--- src/rtl/lfsr_seq_ctrl.sv ---
// Sequencer for the serial-output LFSR: seeds it, discards a warm-up run, then packs bits into words on a valid/ready port.
// Optional build macro LFSR_SEED_ZERO_GUARD_EN replaces an all-zero seed with 1 and adds SeedErr_SO.
module lfsr_seq_ctrl #(
    parameter int DEGREE        = 35,
    parameter int WORD_WIDTH    = 16,
    parameter int CNT_WIDTH     = 16,
    parameter int WARMUP_CYCLES = 35
) (
    input  logic                  Clk_CI,
    input  logic                  Rst_RBI,
    input  logic                  Start_SI,
    input  logic [DEGREE-1:0]     Seed_DI,
    input  logic [CNT_WIDTH-1:0]  NumWords_DI,
    input  logic                  Abort_SI,
    input  logic                  LfsrBit_DI,
    output logic                  LfsrWrEn_SO,
    output logic                  LfsrSeedWr_SO,
    output logic [DEGREE-1:0]     LfsrSeed_DO,
    output logic [WORD_WIDTH-1:0] Word_DO,
    output logic                  Valid_SO,
    input  logic                  Ready_SI,
    output logic                  Busy_SO,
    output logic                  Done_SO
`ifdef LFSR_SEED_ZERO_GUARD_EN
    ,
    output logic                  SeedErr_SO
`endif
);

    localparam int BIT_MAX   = (WARMUP_CYCLES > WORD_WIDTH) ? WARMUP_CYCLES : WORD_WIDTH;
    localparam int BIT_CNT_W = $clog2(BIT_MAX + 1);

    typedef enum logic [2:0] {
        IDLE,
        LOAD,
        WARM,
        FILL,
        HOLD
    } state_t;

    state_t                 state_q;
    logic [CNT_WIDTH-1:0]   remain_q;
    logic [BIT_CNT_W-1:0]   bit_cnt_q;
    logic [WORD_WIDTH-1:0]  word_q;
    logic                   finish_q;
    logic [DEGREE-1:0]      seed_sel;

`ifdef LFSR_SEED_ZERO_GUARD_EN
    // An all-zero seed would lock the LFSR; substitute the smallest legal seed.
    assign seed_sel = (Seed_DI == '0) ? DEGREE'(1) : Seed_DI;
`else
    assign seed_sel = Seed_DI;
`endif

    assign Word_DO = word_q;

    // NOTE: every output is a flop updated together with the state, so all of
    // them change on the same edge as the transition that implies them.
    always_ff @(posedge Clk_CI or negedge Rst_RBI) begin
        if (!Rst_RBI) begin
            state_q       <= IDLE;
            remain_q      <= '0;
            bit_cnt_q     <= '0;
            word_q        <= '0;
            finish_q      <= 1'b0;
            LfsrWrEn_SO   <= 1'b0;
            LfsrSeedWr_SO <= 1'b0;
            LfsrSeed_DO   <= '0;
            Valid_SO      <= 1'b0;
            Busy_SO       <= 1'b0;
            Done_SO       <= 1'b0;
`ifdef LFSR_SEED_ZERO_GUARD_EN
            SeedErr_SO    <= 1'b0;
`endif
        end else begin
            // NOTE: non-blocking throughout; a later assignment in this block
            // deliberately overrides an earlier default for the same edge.
            Done_SO  <= finish_q;
            finish_q <= 1'b0;

            case (state_q)
                IDLE: begin
                    Busy_SO <= 1'b0;
                    if (Start_SI && !Abort_SI) begin
`ifdef LFSR_SEED_ZERO_GUARD_EN
                        SeedErr_SO <= 1'b0;
`endif
                        if (NumWords_DI != '0) begin
                            LfsrSeed_DO   <= seed_sel;
                            remain_q      <= NumWords_DI;
                            state_q       <= LOAD;
                            LfsrWrEn_SO   <= 1'b1;
                            LfsrSeedWr_SO <= 1'b1;
                            Busy_SO       <= 1'b1;
`ifdef LFSR_SEED_ZERO_GUARD_EN
                            SeedErr_SO    <= (Seed_DI == '0);
`endif
                        end else begin
                            Done_SO <= 1'b1;
                        end
                    end
                end

                LOAD: begin
                    LfsrSeedWr_SO <= 1'b0;
                    bit_cnt_q     <= BIT_CNT_W'(WARMUP_CYCLES - 1);
                    state_q       <= WARM;
                end

                WARM: begin
                    if (bit_cnt_q == '0) begin
                        bit_cnt_q <= BIT_CNT_W'(WORD_WIDTH - 1);
                        state_q   <= FILL;
                    end else begin
                        bit_cnt_q <= bit_cnt_q - 1'b1;
                    end
                end

                FILL: begin
                    word_q <= {word_q[WORD_WIDTH-2:0], LfsrBit_DI};
                    if (bit_cnt_q == '0) begin
                        LfsrWrEn_SO <= 1'b0;
                        Valid_SO    <= 1'b1;
                        state_q     <= HOLD;
                    end else begin
                        bit_cnt_q <= bit_cnt_q - 1'b1;
                    end
                end

                HOLD: begin
                    if (Valid_SO && Ready_SI) begin
                        Valid_SO <= 1'b0;
                        remain_q <= remain_q - CNT_WIDTH'(1);
                        if (remain_q == CNT_WIDTH'(1)) begin
                            // Busy stays high for the cycle that carries the finish flag.
                            finish_q <= 1'b1;
                            state_q  <= IDLE;
                        end else begin
                            LfsrWrEn_SO <= 1'b1;
                            bit_cnt_q   <= BIT_CNT_W'(WORD_WIDTH - 1);
                            state_q     <= FILL;
                        end
                    end
                end

                default: state_q <= IDLE;
            endcase

            // Abort beats everything, including a handshake on the same edge.
            if (Abort_SI && state_q != IDLE) begin
                state_q       <= IDLE;
                LfsrWrEn_SO   <= 1'b0;
                LfsrSeedWr_SO <= 1'b0;
                Valid_SO      <= 1'b0;
                Busy_SO       <= 1'b0;
                finish_q      <= 1'b0;
            end
        end
    end

endmodule

--- config.mk ---
export PLATFORM = sky130hd
export DESIGN_NAME = lfsr_seq_ctrl
export DESIGN_NICKNAME = d
export VERILOG_FILES = /design/src/rtl/lfsr_seq_ctrl.sv
export SDC_FILE = /design/constraint.sdc
export NUM_CORES = 1
export LEC_CHECK = 0
export BUFFER_PORTS_ARGS = -buffer_cell sky130_fd_sc_hd__buf_2
export CAP_MARGIN = 10
export CORE_ASPECT_RATIO = 0.8
export CORE_MARGIN = 2
export CORE_UTILIZATION = 56
export CTS_CLUSTER_DIAMETER = 200
export DETAILED_ROUTE_END_ITERATION = 6
export PLACE_DENSITY = 0.85
export SETUP_SLACK_MARGIN = 0.2
export SLEW_MARGIN = 20
export SYNTH_ARGS = -nofsm -noshare
export SYNTH_HDL_FRONTEND = slang
export SYNTH_SLANG_ARGS = --single-unit
--- constraint.sdc ---
create_clock -name Clk_CI -period 6.3 [get_ports Clk_CI]
set_clock_uncertainty 0.05 [all_clocks]
set_input_delay 0.315 -clock Clk_CI [delete_from_list [all_inputs] [get_ports Clk_CI]]
set_output_delay 0.315 -clock Clk_CI [all_outputs]
set_load 0.02 [all_outputs]
==> reports/metrics.csv, run 1 <==
stage,metric,value,unit
status,status,completed,
routing,avgRoutedWirePerCell,16.8,um
pwr,p_int,1.32,mW
setup_path,slowest_delay,0.83,ns
layout,finalNonFillerCells,541,
placement,dpl.hpwl,6330,um
pwr,comb_power_share,40.0,%
timing,max_freq,0.352,GHz
setup_path,crit_family,compound AO/OA/AOI/OAI gates,
layout,antenna_cells,0,
synth,synth_top_area_share,52.8,%
pwr,p_sw_share,40.2,%
timing,drv_slew,0,
synth,yosys.area.top_type,dfrtp_1,
setup_path,crit_slowest_cell,o2bb2ai_1,
floorplanning,ios,113,
floorplanning,rows,27,
layout,postLayoutCellArea,4690,um^2
placement,dp.cells,524,
synth,ys_ff_latch,82,
timing,setup_ws,3.46,ns
setup_path,path_max_fanout,37,
cts,htreeDepth,3,
layout,area_delta_synth_final,20.7,%
floorplanning,fp.dieW,97.1,um
global_route,grt_usage,24.6,%
placement,place_area,4460,um^2
floorplanning,dieArea,7630,um^2
placement,gp_congestion,0.849,
timing,setup_tns,0,ns
timing,rsz0062_at_grt,false,
layout,nets,509,
cts,cts_resized,0,
flow_run,cap_violations,0,
floorplanning,die_h,78.5,um
synth,seq_area_frac_synth,52.8,%
setup_path,crit_arrival,3.06,ns
synth,synth_area,3890,um^2
placement,dp_slack,3.21,ns
setup_path,start_kind,register,
global_route,antenna_found_initial,0,
timing,hold-worst-slack,0.118,ns
global_route,grt_max_degree,83,
cts,cts_tree,built,
pwr,fin_total_pwr,2.20,mW
timing,max-slew-margin-rel,36.3,%
placement,portBuffers,112,
routing,drtIter0Drc,309,
setup_path,worstPathRequired,6.52,ns
setup_path,path_class,register to register,
pwr,seqPwrFrac,41.7,%
pwr,pwr-share-clk,18.3,%
setup_path,cp.depth,5,
setup_path,r2r_cells,5,
setup_path,crit_buf_inv,0,
global_route,grt_pass1_vias,3040,
pwr,vdd_drop_max,0.191,mV
synth,synth_edf_count,0,
layout,fin_util,69.1,%
timing,hold_violations,0,
cts,clk_pin_slew,0.09,ns
timing,setup-violations-final,0,
layout,drive_gt1_share,40.7,%
routing,drtPass1Iterations,5,
synth,syn_area_per_cell,11.4,um^2
cts,clock_tree.buffer_depth,2,
pwr,pwr_density_cell,469,nW/um^2
cts,cts.sinks,82,
synth,yosysUniqueCellTypes,56,
routing,post-route-drc-count,0,
synth,synth_fp_nets,401,
synth,netlist_top_cells_area,"dfrtp_1 (53%), mux2_2 (14%), o21ai_0 (3.1%)",
synth,async_flop_share,100,%
timing,worst_slew_pin_slew,0.951,ns
pwr,p_leak,2.21,nW
global_route,overflow,0,
hold_path,hp-class,input pin to register,
routing,vias_per_cell,5.84,
floorplanning,core_area,6790,um^2
global_route,grt_pass1_wl,14900,um
synth,yosysMostFrequentCell,dfrtp_1,
hold_path,whs_path_depth,2,
pwr,p_sw,884,uW
cts,insertion_delay,0.35,ns
routing,routed_wl,9080,um
cts,numCtsBuffers,9,
setup_path,cp-end-kind,register,
floorplanning,start_util,57.2,%
timing,post-route-period-util,45.1,%
synth,yosys-top-cells-count,"dfrtp_1 (82), mux2_2 (47), o21ai_0 (24)",
routing,vias,3157,
cts,root_buffer,clkbuf_8,
synth,synth-main-ff-cell,dfrtp_1,
synth,syn_inst,341,
setup_path,cp_cell_sequence,nor2_1 -> nand2_2 -> o2bb2ai_1 -> o21ai_0 -> a22oi_1,
routing,ant_nets,0,
timing,finalCriticalPeriod,2.84,ns
synth,synth_warnings,0,
==> area by class of cell <==
class / instances / area, um^2
Clock buffer: 10 / 138
Clock inverter: 6 / 73.8
Fill cell: 476 / 2100
Inverter: 12 / 45.0
Multi-Input combinational cell: 229 / 1680
Sequential cell: 82 / 2050
Tap cell: 87 / 109
Timing Repair Buffer: 115 / 592
==> power groups by stage <==
stage          clock network, mW  logic, mW  registers [mW]
2_1_floorplan                  0      0.443            1.07
3_3_place_gp                   0      0.846           0.902
3_5_place_dp                   0      0.873           0.920
6_report                   0.402      0.881           0.919
4_1_cts                    0.410      0.883           0.913
5_1_grt                    0.434      0.948           0.950
==> cells by family (layout without fill, tap and decap cells) <==
| group | after synthesis | count (layout) | share of synthesized area, % |
|---|---|---|---|
| buf+inv | 30 | 143 | 3.96 |
| compound gates | 84 | 84 | 13.8 |
| simple gates | 84 | 84 | 11.8 |
| mux | 54 | 54 | 15.7 |
| fa+ha+maj | 4 | 4 | 1.22 |
| xor+xnor | 3 | 3 | 0.676 |
| flops | 82 | 82 | 52.8 |
==> timing repair <==
item | in CTS | in global routing
endpoints found under the setup margin | 0 | 0
setup buffers | 0 | 0
hold buffers | 0 | 1
endpoints found under the hold margin | 0 | 9
==> registers in the layout (all words and copies together) (netlist names) <==
name           count
remain_q          16
Done_SO            1
state_q            3
finish_q           1
Word_DO           16
LfsrSeedWr_SO      1
bit_cnt_q          6
Valid_SO           1
LfsrSeed_DO       35
LfsrWrEn_SO        1
Busy_SO            1
==> worst paths after layout <==
check                                  startpoint                    endpoint  slack [ns]
min in group asynchronous                 Rst_RBI     remain_q[9]$_DFFE_PN0P_        0.50
min                                    Seed_DI[7]  LfsrSeed_DO[7]$_DFFE_PN0P_        0.12
max reg2reg                state_q[0]$_DFFE_PN0P_     remain_q[2]$_DFFE_PN0P_        3.46
max in group asynchronous                 Rst_RBI     remain_q[5]$_DFFE_PN0P_        5.19
max                        state_q[0]$_DFFE_PN0P_     remain_q[2]$_DFFE_PN0P_        3.46
min reg2reg                    finish_q$_DFF_PN0_           Done_SO$_DFF_PN0_        0.41
==> cell usage in the layout (no fill, tap or decap), types with 3 or more instances in the layout <==
| master | netlist | layout |
|---|---|---|
| nor2_1 | 18 | 18 |
| nor3b_1 | 3 | 3 |
| mux2_2 | 47 | 47 |
| nand2_1 | 18 | 17 |
| a21oi_1 | 18 | 18 |
| clkbuf_8 | 0 | 10 |
| o31ai_1 | 4 | 4 |
| inv_1 | 12 | 12 |
| buf_2 | 6 | 111 |
| dfrtp_1 | 82 | 82 |
| a31oi_1 | 4 | 4 |
| ha_1 | 3 | 3 |
| o21ai_0 | 24 | 24 |
| a22oi_1 | 7 | 7 |
| mux2_1 | 4 | 4 |
| nor4_1 | 11 | 11 |
| nor2b_1 | 5 | 5 |
| nor3_1 | 9 | 9 |
| a211oi_1 | 3 | 3 |
| o2bb2ai_1 | 8 | 8 |
| a32oi_1 | 3 | 3 |
==> layer usage <==
metal | share of wire (%) | global-route usage [%]
met1 | 43 | 33.1
met2 | 48 | 39.4
met3 | 7.8 | 6.77
met4 | 1.2 | 7.18
met5 | 0 | 0
Power figures use the tool's default switching activity.
==> inputs of run 2 (changes only) <==
--- a/config.mk
+++ b/config.mk
@@ -9,10 +9,10 @@
 export CAP_MARGIN = 10
 export CORE_ASPECT_RATIO = 0.8
 export CORE_MARGIN = 2
-export CORE_UTILIZATION = 56
+export CORE_UTILIZATION = 52
 export CTS_CLUSTER_DIAMETER = 200
 export DETAILED_ROUTE_END_ITERATION = 6
-export PLACE_DENSITY = 0.85
+export PLACE_DENSITY = 0.8
 export SETUP_SLACK_MARGIN = 0.2
 export SLEW_MARGIN = 20
 export SYNTH_ARGS = -nofsm -noshare
==> constraint.sdc (replaced) <==
create_clock -name Clk_CI -period 2.7 [get_ports Clk_CI]
set_clock_uncertainty 0.05 [all_clocks]
set_input_delay 0.135 -clock Clk_CI [delete_from_list [all_inputs] [get_ports Clk_CI]]
set_output_delay 0.135 -clock Clk_CI [all_outputs]
set_load 0.02 [all_outputs]
==> reports/metrics.csv, run 2 (synthesis gave the netlist of run 1 again) <==
stage,metric,value,unit,change
pwr,vdd_drop_max,0.713,mV,+270%
pwr,pwr_density_cell,1070,nW/um^2,+130%
global_route,overflow,0,,unchanged
layout,mostFrequentLayoutCell,buf_2,,
placement,portBuffers,112,,unchanged
setup_path,path_class,register to register,,
flow_run,cap_violations,0,,unchanged
timing,max_freq,0.393,GHz,+12%
layout,fin_util,70.7,%,+1.6 points
routing,avgRoutedWirePerCell,18.3,um,+9.1%
hold_path,hp-class,input pin to register,,
setup_path,startpoint,bit_cnt_q[0]$_DFFE_PN0P_,,
routing,drtIter0Drc,265,,-14%
timing,setup-violations-final,0,,unchanged
placement,dpl.hpwl,6490,um,+2.5%
timing,worst_slew_pin_slew,0.722,ns,-0.229 ns
setup_path,cp-end-kind,register,,
cts,insertion_delay,0.35,ns,about the same
layout,multiInputGateArea,1690,um^2,+0.22%
cts,htreeDepth,3,,unchanged
floorplanning,fp.dieW,101,um,+3.6%
pwr,fin_total_pwr,5.52,mW,+150%
timing,post-route-period-util,94.2,%,+49 points
layout,antenna_cells,0,,unchanged
setup_path,reg2reg_from,bit_cnt_q[0]$_DFFE_PN0P_,,
layout,finalNonFillerCells,586,,+8.3%
layout,postLayoutCellArea,5170,um^2,+10%
global_route,grt_max_degree,83,,unchanged
timing,rsz0062_at_grt,false,,
layout,area_delta_synth_final,33.2,%,
layout,top_register,LfsrSeed_DO,,
routing,routed_wl,10700,um,+18%
floorplanning,die_h,81.3,um,+3.6%
global_route,grt_usage,25.7,%,+1.1 points
placement,place_area,4530,um^2,+1.5%
cts,root_buffer,clkbuf_8,,
routing,ant_nets,0,,unchanged
placement,gp_congestion,0.850,,about the same
status,status,completed,,
routing,drtPass1Iterations,6,,+1
global_route,antenna_found_initial,0,,unchanged
setup_path,path_max_fanout,4,,-89%
layout,regArea,2050,um^2,unchanged
cts,cts.sinks,82,,unchanged
setup_path,start_kind,register,,
global_route,grt_pass1_wl,16300,um,+9.5%
setup_path,worstPathRequired,2.88,ns,-3.64 ns
layout,fill_cells,520,,+9.2%
layout,largest_reg_flops,35,,unchanged
timing,finalCriticalPeriod,2.54,ns,-0.296 ns
cts,clk_pin_slew,0.09,ns,about the same
placement,dp.cells,534,,+1.9%
floorplanning,core_area,7320,um^2,+7.8%
pwr,p_leak,2.44,nW,+10%
floorplanning,start_util,53.1,%,-4.2 points
floorplanning,rows,28,,+3.7%
layout,drive_gt1_share,38.5,%,-2.2 points
timing,drv_slew,0,,unchanged
floorplanning,ios,113,,unchanged
cts,cts_tree,built,,
routing,vias,3410,,+8.0%
routing,vias_per_cell,5.82,,-0.28%
global_route,grt_pass1_vias,3385,,+11%
timing,hold_violations,0,,unchanged
routing,post-route-drc-count,0,,unchanged
layout,nets,552,,+8.4%
cts,numCtsBuffers,9,,unchanged
floorplanning,dieArea,8190,um^2,+7.3%
cts,clock_tree.buffer_depth,2,,unchanged
layout,layout_common_cells,"buf_2 (111), dfrtp_1 (82), mux2_2 (47), dlygate4sd3_1 (37), o21ai_0 (24)",,
hold_path,min_from,NumWords_DI[4],,
timing,max-slew-margin-rel,51.9,%,+16 points
setup_path,crit_arrival,2.73,ns,-0.33 ns
timing,setup_tns,0,ns,unchanged
## run 2: cell count changes in the layout (fill, tap and decap cells not counted), sizes merged
| cell | delta |
|---|---|
| clkbuf | -1 |
| dlygate4sd3 | +36 |
| clkinvlp | -2 |
| buf | +7 |
| clkinv | -1 |
| bufinv | +3 |
## run 2: layer usage
metal  wire length (um)  track usage [%]  vias up
li1                   -                -     1555
met1               4140             31.4     1662
met2               5480             42.9      148
met3                663             7.40       45
met4                446             10.7        0
met5                  0                0        -
## run 2: worst paths after layout
check	to	slack, ns	cells after the start
max in group asynchronous	Word_DO[2]$_DFFE_PN0P_	1.77	2
min reg2reg	LfsrSeed_DO[12]$_DFFE_PN0P_	0.45	1
max reg2reg	state_q[0]$_DFFE_PN0P_	0.16	7
min in group asynchronous	remain_q[10]$_DFFE_PN0P_	0.33	2
min	remain_q[4]$_DFFE_PN0P_	0.04	3
max	state_q[0]$_DFFE_PN0P_	0.16	7
## run 2: power breakdown
part,internal (mW),switching (mW),total [mW]
Combinational,0.935,1.25,2.19
Sequential,1.74,0.430,2.16
Clock,0.709,0.459,1.17
Total,3.38,2.14,5.52
## run 2: final cells by class
type | instances | area share, %
Inverter | 12 | 0.870
Sequential cell | 82 | 39.7
Clock buffer | 9 | 2.39
Clock inverter | 6 | 2.66
Tap cell | 90 | 2.18
Timing Repair Buffer | 158 | 19.7
Multi-Input combinational cell | 229 | 32.6
## run 2: timing repair
item	4_1_cts	5_1_grt
setup endpoints to repair	0	9
hold endpoints to repair	117	1
setup buffers	0	0
gates resized for setup	0	1
hold buffers	36	1
## run 2: through the flow
stage | hold slack, ns | setup WS (ns)
final | 0.0389 | 0.158
after global routing | 0.0339 | 0.104
after CTS | 0.00422 | 0.344
after detailed placement | 0.304 | 0.356
after global placement | 0.295 | 0.462
after floorplan | -0.211 | 0.464
## run 2: worst max-delay path, stage by stage (launching register included)
cell and delay [ns]:
dfrtp_1 0.40, inv_1 0.09, ha_1 0.20, or4b_4 0.49
o21ai_0 0.29, a21oi_1 0.20, a311o_1 0.35, o32ai_1 0.36
